## config.mk

```make
export PLATFORM = sky130hd
export DESIGN_NAME = video_timing_gen
export DESIGN_NICKNAME = d
export VERILOG_FILES = /design/src/rtl/video_timing_gen.sv
export SDC_FILE = /design/constraint.sdc
export NUM_CORES = 1
export LEC_CHECK = 0
export BUFFER_PORTS_ARGS = -buffer_cell sky130_fd_sc_hd__buf_4
export CAP_MARGIN = 20
export CORE_MARGIN = 1.5
export CORE_UTILIZATION = 56
export DETAILED_ROUTE_END_ITERATION = 8
export HOLD_SLACK_MARGIN = 0.05
export PLACE_DENSITY = 0.84
export SYNTH_ARGS = -nofsm -noshare
export SYNTH_HDL_FRONTEND = slang
export SYNTH_SLANG_ARGS = --single-unit
```

## constraint.sdc

```tcl
create_clock -name clk -period 9.25 [get_ports clk]
set_input_delay 1.85 -clock clk [delete_from_list [all_inputs] [get_ports clk]]
set_output_delay 1.85 -clock clk [all_outputs]
set_load 0.01 [all_outputs]
```

## src/rtl/video_timing_gen.sv

```systemverilog
// Programmable raster timing generator: hsync/vsync/de/frame_start from run-time
// geometry, with frame-aligned start/stop and per-frame parameter shadowing.
module video_timing_gen #(
  parameter int H_WIDTH   = 12,
  parameter int V_WIDTH   = 12,
  parameter bit HSYNC_POL = 1'b0,
  parameter bit VSYNC_POL = 1'b0
) (
  input  logic               clk,
  input  logic               reset,
  input  logic               enable,
  output logic               busy,
  input  logic [H_WIDTH-1:0] param_h_visible,
  input  logic [H_WIDTH-1:0] param_h_frontporch,
  input  logic [H_WIDTH-1:0] param_h_pulse,
  input  logic [H_WIDTH-1:0] param_h_backporch,
  input  logic [V_WIDTH-1:0] param_v_visible,
  input  logic [V_WIDTH-1:0] param_v_frontporch,
  input  logic [V_WIDTH-1:0] param_v_pulse,
  input  logic [V_WIDTH-1:0] param_v_backporch,
  output logic               out_hsync,
  output logic               out_vsync,
  output logic               out_de,
  output logic               out_frame_start
);

  typedef struct packed {
    logic [H_WIDTH-1:0] h_vis, h_fp, h_pw, h_bp;
    logic [V_WIDTH-1:0] v_vis, v_fp, v_pw, v_bp;
  } geom_t;

  typedef enum logic {IDLE, RUN} state_t;

  localparam logic [H_WIDTH:0]   HT_ONE = {{H_WIDTH{1'b0}}, 1'b1};
  localparam logic [V_WIDTH:0]   VT_ONE = {{V_WIDTH{1'b0}}, 1'b1};
  localparam logic [H_WIDTH-1:0] H_INC  = {{(H_WIDTH-1){1'b0}}, 1'b1};
  localparam logic [V_WIDTH-1:0] V_INC  = {{(V_WIDTH-1){1'b0}}, 1'b1};

  state_t             state_q, state_d;
  geom_t              shd_q, geom_in, geom_d;
  logic [H_WIDTH-1:0] h_q, h_d;
  logic [V_WIDTH-1:0] v_q, v_d;
  logic [H_WIDTH:0]   htot_q, hs_beg, hs_end;
  logic [V_WIDTH:0]   vtot_q, vs_beg, vs_end;
  logic               last_h, last_v, last_px, start, run_d;
  logic               de_d, hs_d, vs_d, fs_d;

  // Totals come from the shadow copy so mid-frame input changes cannot move the wrap point.
  assign htot_q = {1'b0, shd_q.h_vis} + {1'b0, shd_q.h_fp} + {1'b0, shd_q.h_pw} + {1'b0, shd_q.h_bp};
  assign vtot_q = {1'b0, shd_q.v_vis} + {1'b0, shd_q.v_fp} + {1'b0, shd_q.v_pw} + {1'b0, shd_q.v_bp};
  assign last_h = ({1'b0, h_q} == htot_q - HT_ONE);
  assign last_v = ({1'b0, v_q} == vtot_q - VT_ONE);

  always_comb begin
    geom_in = '{h_vis: param_h_visible, h_fp: param_h_frontporch,
                h_pw:  param_h_pulse,   h_bp: param_h_backporch,
                v_vis: param_v_visible, v_fp: param_v_frontporch,
                v_pw:  param_v_pulse,   v_bp: param_v_backporch};
    last_px = (state_q == RUN) && last_h && last_v;
    start   = enable && ((state_q == IDLE) || last_px);
    state_d = state_q;
    geom_d  = shd_q;
    h_d     = '0;
    v_d     = '0;
    if (start) begin
      state_d = RUN;
      geom_d  = geom_in;
    end else if (last_px) begin
      state_d = IDLE;
    end else if (state_q == RUN) begin
      if (last_h) begin
        v_d = v_q + V_INC;
      end else begin
        h_d = h_q + H_INC;
        v_d = v_q;
      end
    end
    run_d = (state_d == RUN);

    // Decode the position being entered, against the geometry that will own it.
    hs_beg = {1'b0, geom_d.h_vis} + {1'b0, geom_d.h_fp};
    hs_end = hs_beg + {1'b0, geom_d.h_pw};
    vs_beg = {1'b0, geom_d.v_vis} + {1'b0, geom_d.v_fp};
    vs_end = vs_beg + {1'b0, geom_d.v_pw};
    de_d   = run_d && (h_d < geom_d.h_vis) && (v_d < geom_d.v_vis);
    hs_d   = run_d && ({1'b0, h_d} >= hs_beg) && ({1'b0, h_d} < hs_end);
    vs_d   = run_d && ({1'b0, v_d} >= vs_beg) && ({1'b0, v_d} < vs_end);
    fs_d   = run_d && (h_d == '0) && (v_d == '0);
  end

  always_ff @(posedge clk) begin
    if (reset) begin
      state_q         <= IDLE;
      shd_q           <= '0;
      h_q             <= '0;
      v_q             <= '0;
      busy            <= 1'b0;
      out_de          <= 1'b0;
      out_frame_start <= 1'b0;
      out_hsync       <= ~HSYNC_POL;
      out_vsync       <= ~VSYNC_POL;
    end else begin
      state_q         <= state_d;
      shd_q           <= geom_d;
      h_q             <= h_d;
      v_q             <= v_d;
      busy            <= run_d;
      out_de          <= de_d;
      out_frame_start <= fs_d;
      out_hsync       <= hs_d ? HSYNC_POL : ~HSYNC_POL;
      out_vsync       <= vs_d ? VSYNC_POL : ~VSYNC_POL;
    end
  end

endmodule

```

# Yosys cells after proc, flatten, opt, wreduce, memory -nomap -nowiden
# Index checks and enable logic that the tools add are counted.
totals:
  regBits: 125
  in_bits: 99
  output_inout_bits: 5
  word_cells: 65
op_classes:
  addsub: 14
  order_cmp: 6
  n_eq_ne: 2
  mux: 13
  bitwise_logic: 1
  reduce_logical: 14
op_table:
  columns: ["cell", "n"]
  rows:
  - ["$mux W12", 8]
  - ["$mux W96", 1]
  - ["$add A13 B12 Y13", 6]
  - ["$add A12 B12 Y13", 4]
  - ["$eq A12 B13 Y1", 2]
  - ["$ge A12 B13 Y1", 2]
  - ["$lt A12 B13 Y1", 2]
  - ["$sub A13 B1 Y13 const B", 2]
  - ["$add A12 B1 Y12 const B", 2]
  - ["$logic_not A12 Y1", 2]
  - ["$lt A12 B12 Y1", 2]
  - ["$logic_and A1 B1 Y1", 11]
  - ["$mux W1", 4]
  - ["$logic_or A1 B1 Y1", 1]
  - ["$not A1 Y1", 1]

# Longest topological paths before layout
# Gate-level depths: netlist (run 1).
logic_depth:
  ltp_word: 15
  depth_mapped: 42
  depth_no_buf: 39

# Least setup slack after synthesis (run 1)
# No wires, ideal clock.
synth_timing:
  kind: "reg-to-reg"
  start: "reg shd_q[49] (netlist bit)"
  end: "reg out_hsync"
  setup_ns: 0.133
  arrival_time_ns: 9.137
  required_time_ns: 9.117
  setup_slack_ns: -0.020
  stages_incl_launch_ff: 42
  path_buffers: 3
  period_less_slack_ns: 9.270
  cell_sequence: "dfxtp_1 > inv_1 > ha_1 > inv_1 > fa_1 > fa_1 > ha_1 > inv_1 > fa_1 > xnor2_1 > a2111o_1 > a211o_1 > a2111oi_2 > nand4bb_1 > or4_1 > buf_2 > o31ai_4 > buf_6 > [6 not listed] > o21bai_1 > maj3_1 > and2_1 > a222oi_1 > and3_4 > xnor2_1 > ha_1 > inv_1 > o21bai_1 > a21oi_1 > nor2b_1 > o21a_1 > o41a_1 > xnor2_1 > ha_1 > a21o_1 > a211oi_1 > o211ai_1"
synth_rtl:
  columns: ["item", "line", "rtl"]
  rows:
  - ["from (decl)", "40", "geom_t shd_q, geom_in, geom_d;"]
  - ["from (signal assigned)", "104", "shd_q <= geom_d;"]
  - ["to (signal assigned)", "100", "out_hsync <= ~HSYNC_POL;"]
  - ["to (signal assigned)", "110", "out_hsync <= hs_d ? HSYNC_POL : ~HSYNC_POL;"]
  - ["to (decl)", "21", "output logic out_hsync,"]

==> results of run 1 <==
-- critical path, delay by kind of cell, from the launching register on --
family          cells  cell delay, ns
simple gates        4            1.03
buf+inv             8            0.73
fa+ha+maj           9            2.97
mux                 1            0.32
xor+xnor            3            0.47
compound gates     15            3.18
flops               1            0.33
-- how the worst max path moves through the flow --
stage	from	endpoint	slack, ns	depth (start not counted)
final	shd_q[49]	out_hsync	0.08	40
after global placement	shd_q[49]	out_hsync	0.08	39
after floorplan	shd_q[49]	out_hsync	0.04	41
after CTS	shd_q[49]	out_hsync	0.02	39
after detailed placement	shd_q[49]	out_hsync	-0.17	39
after global routing	shd_q[49]	out_hsync	-0.29	39
-- cell families after synthesis --
group | Yosys count | synth area share
AO/OA/AOI/OAI | 257 | 0.146
XOR/XNOR | 93 | 0.0696
adder cells (fa/ha/maj) | 223 | 0.270
buffers and inverters | 227 | 0.0788
flip-flops | 125 | 0.214
multiplexers | 79 | 0.0700
AND/OR/NAND/NOR | 353 | 0.152
-- cell usage after synthesis (4+ instances only) --
| cell | instances |
|---|---|
| sky130_fd_sc_hd__buf_6 | 7 |
| sky130_fd_sc_hd__or3_1 | 6 |
| sky130_fd_sc_hd__nand2_1 | 61 |
| sky130_fd_sc_hd__xnor2_1 | 54 |
| sky130_fd_sc_hd__a31oi_1 | 12 |
| sky130_fd_sc_hd__nand3_1 | 22 |
| sky130_fd_sc_hd__dfxtp_1 | 125 |
| sky130_fd_sc_hd__and4_1 | 5 |
| sky130_fd_sc_hd__a21o_1 | 35 |
| sky130_fd_sc_hd__a311oi_1 | 5 |
| sky130_fd_sc_hd__and2_1 | 6 |
| sky130_fd_sc_hd__clkbuf_1 | 26 |
| sky130_fd_sc_hd__o21bai_1 | 13 |
| sky130_fd_sc_hd__and3_1 | 7 |
| sky130_fd_sc_hd__nor4_1 | 11 |
| sky130_fd_sc_hd__o211ai_1 | 8 |
| sky130_fd_sc_hd__o22ai_1 | 4 |
| sky130_fd_sc_hd__a211o_1 | 4 |
| sky130_fd_sc_hd__o21a_1 | 7 |
| sky130_fd_sc_hd__nand4_1 | 15 |
| sky130_fd_sc_hd__o31a_1 | 5 |
| sky130_fd_sc_hd__mux2i_1 | 56 |
| sky130_fd_sc_hd__nand2b_1 | 10 |
| sky130_fd_sc_hd__o2111ai_1 | 7 |
| sky130_fd_sc_hd__nor2_1 | 116 |
| sky130_fd_sc_hd__nor3_1 | 17 |
| sky130_fd_sc_hd__nor2b_1 | 60 |
| sky130_fd_sc_hd__maj3_1 | 4 |
| sky130_fd_sc_hd__ha_1 | 169 |
| sky130_fd_sc_hd__buf_2 | 7 |
| sky130_fd_sc_hd__a21oi_1 | 62 |
| sky130_fd_sc_hd__a211oi_1 | 7 |
| sky130_fd_sc_hd__o21ai_0 | 55 |
| sky130_fd_sc_hd__xor2_1 | 39 |
| sky130_fd_sc_hd__fa_1 | 50 |
| sky130_fd_sc_hd__mux2_2 | 23 |
| sky130_fd_sc_hd__inv_1 | 184 |
-- layer usage --
layer,vias to the layer above,track usage
li1,5014,-
met1,5048,0.404
met2,477,0.475
met3,105,0.0528
met4,0,0.124
met5,-,0
-- metrics by stage --
step           cell area [µm²]  utilization  instances  setup WS (ns)
6_report                 14500        0.711       1815         0.0783
5_1_grt                  14500        0.711       1815         -0.293
4_1_cts                  13900        0.680       1790         0.0198
3_5_place_dp             13000        0.637       1735         -0.170
3_3_place_gp             13000        0.637       1735         0.0822
2_1_floorplan            11700            -       1357         0.0413
-- sequential cells by signal, indices dropped and copies added, names as in the netlist --
signal           cells
state_q              1
out_vsync            1
v_q                 12
h_q                 12
shd_q               96
out_hsync            1
out_frame_start      1
out_de               1
-- timing repair --
item / 4_1_cts / 5_1_grt
cloned: 1 / 1
pin swaps: 13 / 50
buffers inserted: 23 / 25
resized for setup: 10 / 84
endpoints found under the setup margin: 2 / 3
-- area by class of cell --
class / instances / area, µm² / area share
Sequential cell: 125 / 2500 / 0.173
Clock buffer: 20 / 467 / 0.0322
Timing Repair Buffer: 200 / 1610 / 0.111
Clock inverter: 11 / 165 / 0.0114
Inverter: 184 / 691 / 0.0477
Tap cell: 270 / 338 / 0.0233
Multi-Input combinational cell: 1005 / 8700 / 0.601
-- report_power, final --
group,leakage [nW],internal [W],switching (W)
Sequential,1.02,0.000565,0.0000182
Clock,0.300,0.000469,0.000272
Combinational,5.64,0.000625,0.000781
Total,6.97,0.00166,0.00107
==> results.py, run 1 <==
metrics = {
    "routing": {
        "num_vias": 10600,
        "initialDrtViolationCount": 1108,
        "met3_wire_length_mm": 2.40,
        "highest_metal_used": "met4",
        "detail_route.first_pass.iterations": 5,
        "route.antenna.remaining_nets": 0,
        "wl_met1_mm": 14.4,
        "vias_per_cell": 5.86,
        "dr_wl_met2_mm": 15.9,
        "remaining_drc_errors": 0,
        "routed_wirelength_mm": 33.9,
        "routed_wire_length_per_instance_um": 18.7,
    },
    "clocking": {
        "clock_path_buffers": 2,
        "numCtsBuffers": 17,
        "holdBufCountCts": 0,
        "htree_depth": 4,
        "cts_tree": "built",
        "clk_pin_slew_worst_paths_ns": 0.06,
        "insertion_delay_ns": 0.44,
        "numClockSinks": 125,
        "ctsRootBufferMaster": "sky130_fd_sc_hd__clkbuf_16",
    },
    "logic_synthesis": {
        "netlist_instances": 1357,
        "synth_area_mm2": 0.0117,
        "post_synth.cell_area_avg_um2": 8.63,
        "synthesis.yosys.warnings": 0,
        "yosys.cell_types.count": 71,
        "netlist.top_cell.by_area": "sky130_fd_sc_hd__dfxtp_1",
        "mapped_nets": 1675,
        "synth.top_cell.area_share": 0.214,
        "synth_area_leaders": "sky130_fd_sc_hd__dfxtp_1 (21%), sky130_fd_sc_hd__ha_1 (18%), sky130_fd_sc_hd__fa_1 (8.5%), sky130_fd_sc_hd__inv_1 (5.9%), sky130_fd_sc_hd__mux2i_1 (4.8%)",
        "post_synth_edffs": 0,
        "synth_top_flop_cell": "sky130_fd_sc_hd__dfxtp_1",
        "seq_area_frac_synth": 0.214,
        "synth-seq-cells": 125,
        "asyncSetResetFlopFracSynth": 0,
    },
    "floorplan": {
        "placement_rows": 52,
        "design.portCount": 104,
        "die_h_um": 148,
        "die-width_um": 148,
        "design.core.area_mm2": 0.0204,
        "initial_utilization": 0.575,
        "die-area_mm2": 0.0218,
    },
    "global_route": {
        "first_global_vias": 10300,
        "antenna_found_initial": 0,
        "maximum_number_of_pins_on_one_net_before_global_route_repair": 60,
        "overflow_left_after_global_routing": 0,
        "globalRouteTotalUtil": 0.300,
        "grt_first_pass_wirelength_mm": 51.8,
    },
    "setup_path": {
        "worst-r2r-setup-slack_ns": 0.08,
        "setup.worst_path.start_class": "register",
        "reg2reg_to": "out_hsync",
        "critPathMaxStageDelay_ns": 0.54,
        "crit-reg2reg-launch": "shd_q[49]",
        "worst_path_most_repeated_cell": "sky130_fd_sc_hd__inv_2",
        "reg2regPathDepth": 40,
        "worstPathRequired_ns": 9.57,
        "timing.critical_path.slowest_stage_cell": "sky130_fd_sc_hd__or4_4",
        "worst-setup-path-type": "reg2reg",
        "endpoint_kind": "register",
        "critPathMaxFanout": 5,
        "critPathArrivalTime_ns": 9.49,
    },
    "power": {
        "power.density_mw_per_mm2": 189,
        "ir_worst_vdd_uv": 149,
        "static-leakage-power_nw": 6.97,
        "finalPower_w": 0.00273,
    },
    "hold_path": {
        "hold-path-cell-count": 2,
        "class_of_the_most_critical_hold_timing_path": "reg2reg",
        "hold_critical_path_endpoint": "shd_q[53]",
        "worstHoldStart": "shd_q[53]",
    },
    "finish": {
        "mostFrequentLayoutCell": "sky130_fd_sc_hd__buf_4",
        "num-nets-final": 1851,
        "fill_cells": 1463,
        "final_layout_size_suffix_gt1_frac": 0.215,
        "layout.cells.most_common_list": "sky130_fd_sc_hd__buf_4 (188), sky130_fd_sc_hd__inv_1 (177), sky130_fd_sc_hd__ha_1 (159), sky130_fd_sc_hd__dfxtp_1 (123), sky130_fd_sc_hd__nor2_1 (114)",
        "synthToLayoutAreaGrowth_pct": 23.7,
        "antenna_fix_cells": 0,
    },
    "run": {
        "max-cap-violations": 0,
    },
    "timing": {
        "hold_violations": 0,
        "final_min_period_over_clock_period": 0.992,
        "final_skew_ns": 0.0102,
        "slew_violations": 0,
        "worst_pin_slew_ns": 1.16,
        "timing.slew.headroom": 0.216,
        "grt_setup_unrepaired": "true",
        "worst_hold_slack_ns": 0.495,
        "min_cycle_time_layout_ns": 9.17,
        "sum_of_negative_setup_slack_ns": 0,
        "report.final.setup_viol": 0,
        "clock.fmax_mhz": 109,
    },
    "place": {
        "gpl.final_weighted_congestion": 0.923,
        "place_hpwl_mm": 24.0,
        "port-buffer-count": 103,
    },
    "outcome": {
        "run_status": "complete, no violations",
    },
}
No activity file was read; power rests on OpenSTA's default activity.
==> inputs of run 2 (changes only) <==
Settings changed: CELL_PAD_IN_SITES_DETAIL_PLACEMENT set to 0, CELL_PAD_IN_SITES_GLOBAL_PLACEMENT set to 1, CORE_UTILIZATION 56 to 42, PLACE_DENSITY 0.84 to 0.83.
==> run 2 against run 1 <==
  * Maximum frequency grew 0.46%
  * Worst setup slack gained 0.042 ns
  * Combinational power fell by 3%
  * Non-clock buffer count is 6 higher
  * Largest power group unchanged
  * Die area up 33%
==> results.py, run 2 (same netlist as run 1, synthesis figures left out) <==
metrics = {
    "outcome": {
        "run_status": "complete, no violations",
    },
    "global_route": {
        "antenna_found_initial": 1,
        "global_route.peak_usage_layer": "met2",
        "globalRouteTotalUtil": 0.228,
        "grt_first_pass_wirelength_mm": 51.1,
        "maximum_number_of_pins_on_one_net_before_global_route_repair": 68,
        "first_global_vias": 9629,
        "grt_util_met1": 0.332,
        "overflow_left_after_global_routing": 0,
        "met2_usage": 0.351,
        "groute.layer.met3.usage": 0.0274,
    },
    "timing": {
        "sum_of_negative_setup_slack_ns": 0,
        "final_setup_slack_of_the_worst_path_ns": 0.120,
        "timing.slew.headroom": 0.298,
        "final_skew_ns": 0.00922,
        "worst_pin_slew_ns": 1.04,
        "grt_setup_unrepaired": "true",
        "clock.fmax_mhz": 110,
        "report.final.setup_viol": 0,
        "min_cycle_time_layout_ns": 9.13,
        "hold_violations": 0,
        "final_min_period_over_clock_period": 0.987,
        "slew_violations": 0,
    },
    "routing": {
        "route.antenna.remaining_nets": 0,
        "routed_wirelength_mm": 32.8,
        "vias_per_cell": 5.25,
        "detail_route.first_pass.iterations": 5,
        "initialDrtViolationCount": 808,
        "remaining_drc_errors": 0,
        "num_vias": 10100,
        "routed_wire_length_per_instance_um": 17.0,
    },
    "finish": {
        "core_occupancy_in_the_finished_layout": 0.534,
        "num-nets-final": 1857,
        "synthToLayoutAreaGrowth_pct": 24.0,
        "max_flop_register": "shd_q",
        "number_of_flip_flops_under_the_largest_register_name": 96,
        "antenna_fix_cells": 0,
        "final_layout_size_suffix_gt1_frac": 0.212,
        "layout.cells.most_common_list": "sky130_fd_sc_hd__buf_4 (200), sky130_fd_sc_hd__inv_1 (178), sky130_fd_sc_hd__ha_1 (160), sky130_fd_sc_hd__dfxtp_1 (123), sky130_fd_sc_hd__nor2_1 (116)",
        "fill_cells": 2558,
        "mostFrequentLayoutCell": "sky130_fd_sc_hd__buf_4",
        "top_regs": "shd_q (96), h_q (12), v_q (12)",
    },
    "clocking": {
        "cts_tree": "built",
        "holdBufCountCts": 0,
        "numClockSinks": 125,
        "insertion_delay_ns": 0.43,
        "clock_path_buffers": 2,
        "htree_depth": 4,
        "ctsRootBufferMaster": "sky130_fd_sc_hd__clkbuf_16",
        "clk_pin_slew_worst_paths_ns": 0.06,
        "numCtsBuffers": 17,
    },
    "place": {
        "port-buffer-count": 103,
        "pre_cts_slack_ns": -0.200,
        "gpl.final_weighted_congestion": 0.898,
        "place_hpwl_mm": 24.8,
    },
    "power": {
        "power.density_mw_per_mm2": 184,
        "ir_worst_vdd_uv": 104,
        "finalPower_w": 0.00267,
        "static-leakage-power_nw": 6.98,
    },
    "setup_path": {
        "worst-setup-path-type": "reg2reg",
        "critPathMaxStageDelay_ns": 0.55,
        "endpoint_kind": "register",
        "critPathMaxFanout": 8,
        "reg2regPathDepth": 38,
        "worstPathRequired_ns": 9.55,
        "timing.critical_path.slowest_stage_cell": "sky130_fd_sc_hd__fa_1",
        "setup.worst_path.start_class": "register",
        "critPathArrivalTime_ns": 9.43,
    },
    "floorplan": {
        "design.core.area_mm2": 0.0272,
        "die-width_um": 170,
        "initial_utilization": 0.431,
        "die-area_mm2": 0.0289,
        "design.portCount": 104,
        "die_h_um": 170,
        "placement_rows": 60,
    },
    "run": {
        "max-cap-violations": 0,
    },
    "hold_path": {
        "hold-path-cell-count": 2,
        "class_of_the_most_critical_hold_timing_path": "reg2reg",
    },
}
-- run 2: cell count changes in the layout (fill, tap and decap cells not counted), moves of 3 or more --
cell	delta
sky130_fd_sc_hd__buf_4	+12
sky130_fd_sc_hd__buf_6	-5
sky130_fd_sc_hd__maj3_2	-3
sky130_fd_sc_hd__a21oi_1	+3
sky130_fd_sc_hd__clkinv_4	+3
sky130_fd_sc_hd__maj3_1	+3
-- run 2: layer usage --
| metal | wire length (µm) | vias up |
|---|---|---|
| met5 | 0 | - |
| met4 | 620 | 0 |
| met3 | 1840 | 35 |
| met2 | 14700 | 285 |
| met1 | 15600 | 4743 |
| li1 | - | 5025 |
-- run 2: worst paths after layout --
path,from,endpoint,slack (ns)
min reg2reg,shd_q[10],shd_q[10],0.49
min,shd_q[10],shd_q[10],0.49
max,shd_q[61],out_hsync,0.12
max reg2reg,shd_q[61],out_hsync,0.12
-- run 2: through the flow --
| step | cells | area (µm²) | hold WS (ns) |
|---|---|---|---|
| global placement | 1850 | 13200 | 0.474 |
| CTS | 1903 | 14000 | 0.498 |
| global route | 1923 | 14500 | 0.522 |
| floorplan | 1357 | 11700 | 0.460 |
| detailed placement | 1850 | 13200 | 0.484 |
| finish | 1923 | 14500 | 0.491 |
-- run 2: cell type report --
class	count	area, µm²	area share
clock buffer	18	439	0.0302
clock inverter	13	166	0.0115
inverter	184	691	0.0476
multi-input combinational	1005	8610	0.593
sequential	125	2500	0.173
tap	372	465	0.0321
timing repair buffer	206	1640	0.113
-- run 2: what timing repair did --
action,4_1_cts,5_1_grt
endpoints found under the setup margin,2,3
gates resized for setup,10,60
buffers inserted,21,19
cloned,1,1
pin swaps,9,53
-- run 2: critical path, delay by kind of cell (launching register included) --
| family | cells | cell delay [ns] |
|---|---|---|
| fa+ha+maj | 9 | 2.99 |
| simple gates | 5 | 1.25 |
| buf+inv | 5 | 0.36 |
| compound gates | 15 | 3.28 |
| xor+xnor | 3 | 0.42 |
| flops | 1 | 0.32 |
| mux | 1 | 0.32 |
-- run 2: power breakdown --
| part | internal [W] | switching (W) |
|---|---|---|
| sequential | 0.000565 | 0.0000175 |
| clock | 0.000431 | 0.000287 |
| combinational | 0.000627 | 0.000747 |
| total | 0.00162 | 0.00105 |
